[src/rtl/vga_pkg.sv]
// Shared constants and width helpers for the text-mode pixel pipeline.
package vga_pkg;

    // Bit positions within the per-character attribute field
    localparam int unsigned ATTR_BLINK = 0;
    localparam int unsigned ATTR_INV   = 1;
    localparam int unsigned ATTR_UL    = 2;

    // Common 24-bit colours
    localparam logic [23:0] COLOR_BLACK = 24'h000000;
    localparam logic [23:0] COLOR_WHITE = 24'hFFFFFF;

    // Index width for a range of n items (never less than one bit)
    function automatic int unsigned vga_w(input int unsigned n);
        return (n > 1) ? $clog2(n) : 1;
    endfunction

    // Font ROM address width: character code followed by glyph row
    function automatic int unsigned vga_addr_w(input int unsigned code_w,
                                               input int unsigned char_h);
        return code_w + vga_w(char_h);
    endfunction

endpackage

[src/rtl/vga_blink_timer.sv]
// Frame-counting blink timer: blink_phase toggles every BLINK_FRAMES frames.
module vga_blink_timer
    import vga_pkg::*;
#(
    parameter int unsigned BLINK_FRAMES = 32
) (
    input  logic clk,
    input  logic rst,
    input  logic frame_start,
    output logic blink_phase
);

    localparam int unsigned CNT_W = vga_w(BLINK_FRAMES);
    localparam logic [CNT_W-1:0] LAST = CNT_W'(BLINK_FRAMES - 1);

    logic [CNT_W-1:0] count;

    // Count frame pulses; on the last one of a half-period wrap and flip phase
    always_ff @(posedge clk) begin
        if (rst) begin
            count       <= '0;
            blink_phase <= 1'b0;
        end else if (frame_start) begin
            if (count == LAST) begin
                count       <= '0;
                blink_phase <= ~blink_phase;
            end else begin
                count <= count + CNT_W'(1);
            end
        end
    end

endmodule

[src/rtl/vga_text_pixel.sv]
// Pipelined text-mode pixel generator: font ROM fetch plus per-character
// colour, invert, underline, blink and block cursor. Latency FONT_LAT+2.
module vga_text_pixel
    import vga_pkg::*;
#(
    parameter int unsigned CHAR_W       = 12,
    parameter int unsigned CHAR_H       = 16,
    parameter int unsigned CODE_W       = 8,
    parameter int unsigned COLOR_W      = 24,
    parameter int unsigned FONT_LAT     = 1,
    parameter int unsigned BLINK_FRAMES = 32,
    parameter int unsigned CURSOR_ROW   = 14
) (
    input  logic                                  clk,
    input  logic                                  rst,
    input  logic                                  in_valid,
    input  logic [vga_w(CHAR_H)-1:0]              in_row,
    input  logic [vga_w(CHAR_W)-1:0]              in_col,
    input  logic [CODE_W-1:0]                     in_code,
    input  logic [COLOR_W-1:0]                    in_fg,
    input  logic [COLOR_W-1:0]                    in_bg,
    input  logic [2:0]                            in_attr,
    input  logic                                  in_cursor,
    input  logic                                  cursor_en,
    input  logic                                  frame_start,
    output logic [vga_addr_w(CODE_W, CHAR_H)-1:0] font_addr,
    input  logic [CHAR_W-1:0]                     font_row,
    output logic                                  out_valid,
    output logic [COLOR_W-1:0]                    out_data
);

    localparam int unsigned ROW_W  = vga_w(CHAR_H);
    localparam int unsigned COL_W  = vga_w(CHAR_W);
    localparam int unsigned ADDR_W = vga_addr_w(CODE_W, CHAR_H);
    localparam int unsigned DEPTH  = FONT_LAT + 1;

    // Everything the output stage needs besides the glyph row itself;
    // row-derived tests are resolved up front so the row need not travel.
    typedef struct packed {
        logic               valid;
        logic [COL_W-1:0]   col;
        logic [COLOR_W-1:0] fg;
        logic [COLOR_W-1:0] bg;
        logic [2:0]         attr;
        logic               cursor_hit;
        logic               phase;
        logic               row_bad;
        logic               col_bad;
        logic               ul_row;
    } side_t;

    side_t              sb [DEPTH];
    side_t              sb_in;
    side_t              st;
    logic               blink_phase;
    logic [31:0]        row_ext;
    logic [31:0]        col_ext;
    logic [ROW_W-1:0]   row_eff;
    logic [ADDR_W-1:0]  addr_next;
    logic [CHAR_W-1:0]  mask;
    logic               on;
    logic [COLOR_W-1:0] pix_next;

    vga_blink_timer #(
        .BLINK_FRAMES(BLINK_FRAMES)
    ) u_blink (
        .clk        (clk),
        .rst        (rst),
        .frame_start(frame_start),
        .blink_phase(blink_phase)
    );

    // Input stage decode: clamp out-of-range rows, form the ROM address
    // and pack the sideband word that travels alongside the fetch.
    always_comb begin
        sb_in   = '0;
        row_ext = 32'(in_row);
        col_ext = 32'(in_col);

        sb_in.row_bad = (row_ext >= CHAR_H);
        sb_in.col_bad = (col_ext >= CHAR_W);
        row_eff       = sb_in.row_bad ? '0 : in_row;
        addr_next     = ADDR_W'(in_code) * ADDR_W'(CHAR_H) + ADDR_W'(row_eff);

        sb_in.valid      = in_valid;
        sb_in.col        = in_col;
        sb_in.fg         = in_fg;
        sb_in.bg         = in_bg;
        sb_in.attr       = in_attr;
        sb_in.phase      = blink_phase;
        sb_in.ul_row     = (row_ext == CHAR_H - 1);
        sb_in.cursor_hit = in_cursor & cursor_en & (row_ext >= CURSOR_ROW);
    end

    // Address register and sideband shift line, sized to meet font_row
    always_ff @(posedge clk) begin
        if (rst) begin
            font_addr <= '0;
            for (int unsigned k = 0; k < DEPTH; k++) begin
                sb[k] <= '0;
            end
        end else begin
            if (in_valid) begin
                font_addr <= addr_next;
            end
            sb[0] <= sb_in;
            for (int unsigned k = 1; k < DEPTH; k++) begin
                sb[k] <= sb[k-1];
            end
        end
    end

    // Pixel decision: glyph bit, then underline, blink, invert, cursor
    always_comb begin
        st   = sb[FONT_LAT];
        mask = CHAR_W'(1) << st.col;
        on   = (|(font_row & mask)) & ~st.col_bad & ~st.row_bad;

        if (st.attr[ATTR_UL] && st.ul_row) begin
            on = 1'b1;
        end
        if (st.attr[ATTR_BLINK] && st.phase) begin
            on = 1'b0;
        end
        if (st.attr[ATTR_INV]) begin
            on = ~on;
        end
        if (st.cursor_hit && !st.phase) begin
            on = ~on;
        end

        pix_next = st.valid ? (on ? st.fg : st.bg) : '0;
    end

    // Output register; data forced to zero whenever the slot is empty
    always_ff @(posedge clk) begin
        if (rst) begin
            out_valid <= 1'b0;
            out_data  <= '0;
        end else begin
            out_valid <= st.valid;
            out_data  <= pix_next;
        end
    end

endmodule

[config.mk]
export PLATFORM = sky130hd
export DESIGN_NAME = vga_text_pixel
export DESIGN_NICKNAME = d
export VERILOG_FILES = /design/src/rtl/vga_pkg.sv /design/src/rtl/vga_blink_timer.sv /design/src/rtl/vga_text_pixel.sv
export SDC_FILE = /design/constraint.sdc
export NUM_CORES = 1
export LEC_CHECK = 0
export CORE_AREA = 2 2 111 113
export CTS_CLUSTER_SIZE = 8
export DETAILED_ROUTE_END_ITERATION = 10
export DIE_AREA = 0 0 113 115
export MAX_ROUTING_LAYER = met4
export PLACE_DENSITY_LB_ADDON = 0.08
export SKIP_LAST_GASP = 1
export SYNTH_ARGS = -nofsm -noshare
export SYNTH_HDL_FRONTEND = slang
export SYNTH_SLANG_ARGS = --single-unit
[constraint.sdc]
create_clock -name clk -period 2 [get_ports clk]
set_clock_uncertainty 0.2 [all_clocks]
set_input_delay 0.4 -clock clk [delete_from_list [all_inputs] [get_ports clk]]
set_output_delay 0.4 -clock clk [all_outputs]
set_load 0.02 [all_outputs]
; Word level (Yosys, flattened, before mapping)
; Memories as Yosys holds them, arrays and structs flattened.
; Cells that the tools add are included.
; Widths: inputs -> output; s select.
[word_totals]
register_bits = 43
ram_bits = 122
inputBits = 85
out_inout_bits = 37
wordCells = 44
n_memories = 1
[memory_table]
columns = name, depth, width, rd, rd_clocked_by_memory_dff, wr, line
row1 = sb, 2, 61, 2, 0, 2, vga_text_pixel.sv:52  ; side_t sb [DEPTH];
[classes]
addsub = 2
n_lt_le_gt_ge = 2
n_eq_ne = 2
n_shift = 1
muxes = 11
bitwise = 13
n_reduce_logical = 7
[ops]
columns = cell, n
row1 = $mux 61, 2
row2 = $mux 24, 1
row3 = $add 12x4->12, 1
row4 = $and 12x12->12, 1
row5 = $reduce_or 12->1, 1
row6 = $shl 1x4->12 const A, 1
row7 = $ge 4x4->1 const B, 2
row8 = $mux 1, 7
row9 = $not 1->1, 6
row10 = $add 5x1->5 const B, 1
row11 = $eq 5x5->1 const B, 1
row12 = $mux 5, 1
row13 = $and 1x1->1, 4
row14 = $eq 4x4->1 const B, 1
row15 = $logic_and 1x1->1, 3
row16 = $or 1x1->1, 2
row17 = $reduce_and 2->1, 1
row18 = $reduce_or 2->1, 1
row19 = $logic_not 1->1, 1

; Depth between registers and ports, before layout
; Gate-level depths: netlist of run 1.
; An unclocked memory read counts as a cell.
[logic_depth]
word_depth = 13
depth_mapped = 8
mapped_depth_nobuf = 8

; By module
; A second synthesis of run 1 with hierarchy kept.
[unflattened]
hier_cells = 445
hier_area_um2 = 5054.8
[by_module_without_submodules]
columns = module, n_inst, cells_each, area_each_um2, seq_area_each_um2
row1 = vga_text_pixel, 1, 415, 4782.1, 3143.0
row2 = vga_blink_timer, 1, 30, 272.8, 120.1

; Least setup slack after synthesis of run 1
; Ideal clock, no wire load.
[synth_timing]
path_kind = reg2reg
startpoint = memory sb[0][118] in the netlist's numbering
endpoint = register out_data[0]
setup_time_ns = 0.072
t_arrival_ns = 1.965
required_ns = 1.728
slack_ns = -0.237
stages_incl_launch_ff = 7
path_buffers = 1
synth_period_minus_slack_ns = 2.237
cell_sequence = dfxtp_1 -> mux2i_1 -> a311o_1 -> o31ai_1 -> mux2i_2 -> buf_6 -> mux2i_1
[synth_rtl]
columns = item, line
row1 = "start, declared", vga_text_pixel.sv:52
row2 = "end signal, assigned", vga_text_pixel.sv:142  ; out_data <= pix_next;
row3 = "end, declared", vga_text_pixel.sv:29  ; output logic [COLOR_W-1:0] out_data

==> impl_metrics.ini, run 1 <==
[sta]
slew_headroom_pct = 72.5
slew_violations = 0
finalHoldViolations = 0
max_freq_mhz = 482
period_share_pct = 104
setup_slack_ps = -74.8
final-setup-viol-count = 24
timing.final.crit_period_ps = 2070
rsz0062_at_grt = yes
worst-slew-pin-transition_ps = 412

[finish]
final_common_cell = dfxtp_1
final_layout_size_suffix_gt1_share_pct = 11.3
finalNetCount = 676
final_cell_count_no_fill = 749
syn2layout_area_growth_pct = 45.1
num-fill-cells = 997
antenna_cells = 0
final_cell_mix = dfxtp_1 (161), nor2b_1 (121), clkdlybuf4s50_1 (109)

[clocking]
holdBufCountCts = 0
cts_tree = yes
cts_root_buf = clkbuf_16
numCtsBuffers = 17
cts_sinks = 163
insertion_delay_ps = 410
htree_levels = 4
path_clk_slew_ps = 60
cts_max_path_buffers = 2

[synth]
synth.distinct_cells = 26
syn_area_um2 = 5050
async_reset_ff_share_pct = 0
synth_top_family_by_area = simple AND/OR/NAND/NOR gates
syn_area_per_cell_um2 = 11.2
synth_top_area_share_pct = 64.6
synthMuxAreaShare_pct = 9.36
yosysTopAreaCell = dfxtp_1
yosysSeqAreaShare_pct = 64.6
synthSimpleGateAreaFrac_pct = 21.8
synthTopCellsByArea = dfxtp_1 (65%), nor2b_1 (15%), mux2i_1 (8.1%), nand2_1 (3.9%), clkbuf_1 (1.5%)
synth_cells = 451
synth-edff-count = 0
synth-seq-cells = 163
synthAdderAreaFrac_pct = 0.495
ys.flop_type = dfxtp_1
yosys_warnings = 0
synthXorXnorAreaFrac_pct = 0.520
synth_compound_area_share_pct = 1.14
synth_nets = 538

[placement]
dp.cells = 711
routabilityCongestion = 0.731
place_ws_ps = -566
dpl.hpwl_um = 5890
numPortBuffers = 121

[outcome]
violations = design-rule violations, negative setup slack
status = finished with violations

[power]
power_leakage_nw = 3.08
power.clock.fraction_pct = 44.9
seq_power_share_pct = 46.7
power.internal_mw = 5.82
p_per_area_nw_per_um2 = 997
power.switching_mw = 1.49
comb_power_share_pct = 8.4
p_sw_share_pct = 20.4
ir_drop_mv = 0.580

[die]
die-area_um2 = 13000
fp.dieH_um = 115
ios = 122
initial_core_util_pct = 42.8
row_count = 40
die_x_um = 113
design.core.area_um2 = 11800

[setup_path]
startpoint = sb[0][118]$_SDFF_PP0_
path_max_fanout = 6
crit_path_top_delay_cell = dfxtp_4
critPathCaptureType = flop
crit_top_cell = mux2i_1
crit_family = multiplexers
path_class = flop to flop
cp.required_ps = 2140
critPathBufInv = 2
critPathLaunchType = flop
critPathArrivalTime_ps = 2220
path_cells = mux2i_1 > a311o_1 > o31ai_4 > mux2i_4 > buf_6 > clkbuf_16 > mux2i_1
max_stage_delay_ps = 370
r2r_start = sb[0][118]$_SDFF_PP0_

[routing]
wl_um = 9050
via_per_inst = 4.39
drt_pass1_iterations = 6
ant_nets = 0
num_vias = 3288
remaining_drc_errors = 7
initialDrtViolationCount = 152
wl_per_cell_um = 12.1

[global_routing]
grt_pass1_vias = 3113
grt_first_pass_wirelength_um = 14200
gr-total-overflow = 0
antenna_found_initial = 0
grt_max_degree = 34
grt_usage_pct = 14.8

[min_path]
holdCritPathClass = input port to flop
worstHoldStart = rst

[job]
maxCapViolCount = 0
[logic make-up (layout without fill, tap and decap cells)]
logic type      Yosys count  after routing
simple gates            204            204
flops                   163            163
mux                      45             45
buf+inv                  25            176
compound gates            9              9
xor+xnor                  3              3
fa+ha+maj                 2              2
[power groups by stage]
stage	Sequential (mW)	Clock [mW]	Combinational, mW
global placement	3.48	0	0.537
detailed placement	3.49	0	0.545
floorplan	3.50	0	0.250
CTS	3.41	3.38	0.582
finish	3.41	3.29	0.615
global route	3.42	3.51	0.662
[metrics by stage]
stage	hold WS, ps	cell area [µm²]	power, mW	TNS [ps]	utilization (%)
after floorplan	214	5090	3.75	-645	-
after global placement	219	6570	4.02	-12290	55.6
after detailed placement	220	6570	4.03	-12830	55.6
after CTS	90.0	7230	7.37	-1770	61.3
after global routing	92.8	7330	7.60	-3910	62.1
final	92.3	7330	7.32	-1270	62.1
[sequential cells by signal (all words and copies together) (netlist names)]
register and cells:
u_blink.blink_phase 1, u_blink.count 5, sb 120, out_valid 1, font_addr 12, out_data 24
[worst reg2reg max path: cells and delay by family, from the launching register on]
family                 cells  cell delay, ps
AOI/OAI and AO/OA          2             540
buffers and inverters      2             310
DFF                        1             370
muxes                      3             600
[Yosys cell counts (all sizes together) (2+ instances only)]
cell    instances
xor2            2
nor2b         122
dfxtp         163
and3            3
buf             5
mux2i          42
nand2b          2
and2            2
o21ai           2
ha              2
mux2            2
clkbuf         20
a21oi           3
nor2           20
nand2          52
[what timing repair did]
action | CTS | global route
setup buffers | 2 | 1
gates cloned | 1 | 2
setup endpoints to repair | 24 | 33
resized for setup | 3 | 15
pin swaps | 1 | 0
[path summary, 6_finish.rpt]
path | to | slack (ps) | cells after the start
setup / recovery | out_data[10]$_SDFF_PP0_ | -70 | 7
hold / removal | sb[0][109]$_SDFF_PP0_ | 90 | 2
setup reg to reg | out_data[10]$_SDFF_PP0_ | -70 | 7
hold reg to reg | out_data[8]$_SDFF_PP0_ | 230 | 2
[routing by layer]
metal	wire, µm	track usage [%]	share of wire (%)
met1	3780	15.3	42
met2	4540	25.0	50
met3	589	5.90	6.5
met4	141	6.34	1.6
met5	0	-	0
[final cells by class]
class | count | area [µm²] | share of cell area, %
Sequential cell | 163 | 3270 | 44.6
Multi-Input combinational cell | 263 | 1730 | 23.5
Tap cell | 147 | 184 | 2.51
Clock inverter | 12 | 155 | 2.12
Timing Repair Buffer | 144 | 1530 | 20.9
Clock buffer | 20 | 467 | 6.36
Power figures use the tool's default switching activity.
==> inputs of run 2 (changes only) <==
--- a/config.mk
+++ b/config.mk
@@ -5,10 +5,12 @@
 export SDC_FILE = /design/constraint.sdc
 export NUM_CORES = 1
 export LEC_CHECK = 0
-export CORE_AREA = 2 2 111 113
+export CELL_PAD_IN_SITES_DETAIL_PLACEMENT = 0
+export CELL_PAD_IN_SITES_GLOBAL_PLACEMENT = 2
+export CORE_AREA = 2 2 138 140
 export CTS_CLUSTER_SIZE = 8
 export DETAILED_ROUTE_END_ITERATION = 10
-export DIE_AREA = 0 0 113 115
+export DIE_AREA = 0 0 140 142
 export MAX_ROUTING_LAYER = met4
 export PLACE_DENSITY_LB_ADDON = 0.08
 export SKIP_LAST_GASP = 1
==> run 2 against run 1 <==
  * The flow still finishes with violations (design-rule violations, negative setup slack)
  * Power down 4.3%
  * Clock power decreased by 7.3%
  * Sequential cell count is the same
  * Final area fell by 1.3%
  * Count of clock-buffer cells in the layout shrank 3
  * Core utilization shrank 23 points
  * Via count fell by 2.3%
==> impl_metrics.ini, run 2 (synthesis gave the netlist of run 1 again) <==
[outcome]
status = finished with violations
violations = design-rule violations, negative setup slack

[sta]
setup_slack_ps = -118
max_freq_mhz = 472
setup_tns_ps = -2260
rsz0062_at_grt = yes
finalHoldViolations = 0
whs_ps = 174
slew_violations = 0
timing.final.crit_period_ps = 2120
final-setup-viol-count = 24
worst-slew-pin-transition_ps = 404
period_share_pct = 106
slew_headroom_pct = 73.0

[clocking]
numCtsBuffers = 17
insertion_delay_ps = 410
cts_tree = yes
holdBufCountCts = 0
htree_levels = 4
cts_sinks = 163
cts_max_path_buffers = 2
path_clk_slew_ps = 60
cts_root_buf = clkbuf_16

[routing]
remaining_drc_errors = 5
ant_nets = 0
wl_per_cell_um = 11.7
via_per_inst = 3.88
initialDrtViolationCount = 75
drt_pass1_iterations = 9
num_vias = 3211
wl_um = 9670

[setup_path]
critPathCaptureType = flop
path_max_fanout = 6
crit_path_top_delay_cell = clkdlybuf4s50_1
path_cells = clkdlybuf4s50_1 > mux2i_1 > a311o_1 > o31ai_4 > mux2i_4 > buf_4 > mux2i_1
max_stage_delay_ps = 460
critPathBufInv = 2
crit_family = buffers and inverters
ff2ff_setup_slack_ps = -90
critPathLaunchType = input port
path_class = input port to flop
critPathArrivalTime_ps = 2260
cp.required_ps = 2140
crit_top_cell = mux2i_1

[placement]
placed_area_um2 = 6630
numPortBuffers = 121
dpl.hpwl_um = 6360
routabilityCongestion = 0.725
dp.cells = 794

[finish]
syn2layout_area_growth_pct = 43.3
final_cell_mix = dfxtp_1 (161), nor2b_1 (121), clkdlybuf4s50_1 (98)
final_common_cell = dfxtp_1
final_cell_count_no_fill = 828
post-route-util_pct = 39.2
top_register = sb
final_layout_size_suffix_gt1_share_pct = 9.60
largest_register_ffs = 120
finalNetCount = 668
reg_top3 = sb x120, out_data x24, font_addr x12
antenna_cells = 0
design_area_um2 = 7240

[die]
initial_core_util_pct = 27.4
row_count = 50
fp.dieH_um = 142
die-area_um2 = 19900
die_x_um = 140
design.core.area_um2 = 18500
ios = 122

[global_routing]
grt_usage_pct = 10.9
antenna_found_initial = 0
gr-total-overflow = 0
grt_max_degree = 50
grt_pass1_vias = 3239
grt_first_pass_wirelength_um = 16100

[min_path]
holdCritPathClass = input port to flop

[power]
p_per_area_nw_per_um2 = 967
power_leakage_nw = 3.13
ir_drop_mv = 0.537

[job]
maxCapViolCount = 0
[run 2: worst register-to-register path: cells and delay by family, from the launching register on]
family	cells	cell delay (ps)
compound gates	2	570
buf+inv	1	220
flops	1	370
mux	3	670
[run 2: metal layers]
metal  vias up  track usage, %  part of all wire [%]
met3         8            4.27                   4.8
met2        66            16.5                    46
met1      1454            12.9                    48
li1       1683               -                     -
met4         0            4.47                   1.3
met5         -               -                     0
[run 2: metrics by stage]
| stage | setup WS [ps] | total power, mW |
|---|---|---|
| 6_report | -118 | 7.00 |
| 2_1_floorplan | -32.2 | 3.75 |
| 3_5_place_dp | -609 | 4.03 |
| 4_1_cts | -149 | 7.17 |
| 3_3_place_gp | -559 | 4.03 |
| 5_1_grt | -201 | 7.35 |
[run 2: layout make-up]
class | count | area (µm²)
clock buffer | 17 | 425
sequential | 163 | 3270
timing repair buffer | 136 | 1400
fill | 1791 | 11200
clock inverter | 15 | 133
tap | 234 | 293
multi-input combinational | 263 | 1720
[run 2: final timing paths]
path / start / to / depth (start not counted)
max: font_row[5] / out_data[5]$_SDFF_PP0_ / 7
min: rst / sb[0][8]$_SDFF_PP0_ / 2
max reg2reg: sb[0][118]$_SDFF_PP0_ / out_data[5]$_SDFF_PP0_ / 6
min reg2reg: sb[0][47]$_SDFF_PP0_ / sb[0][108]$_SDFF_PP0_ / 1
[run 2: timing repair]
| item | in CTS | in global routing |
|---|---|---|
| pin swaps | 1 | 0 |
| setup buffers | 3 | 1 |
| resized for setup | 7 | 21 |
| endpoints found under the setup margin | 29 | 41 |
| gates cloned | 1 | 0 |
[run 2: power by group]
part / internal, mW / switching, mW
clock: 1.72 / 1.33
combinational: 0.333 / 0.210
sequential: 3.38 / 0.0356
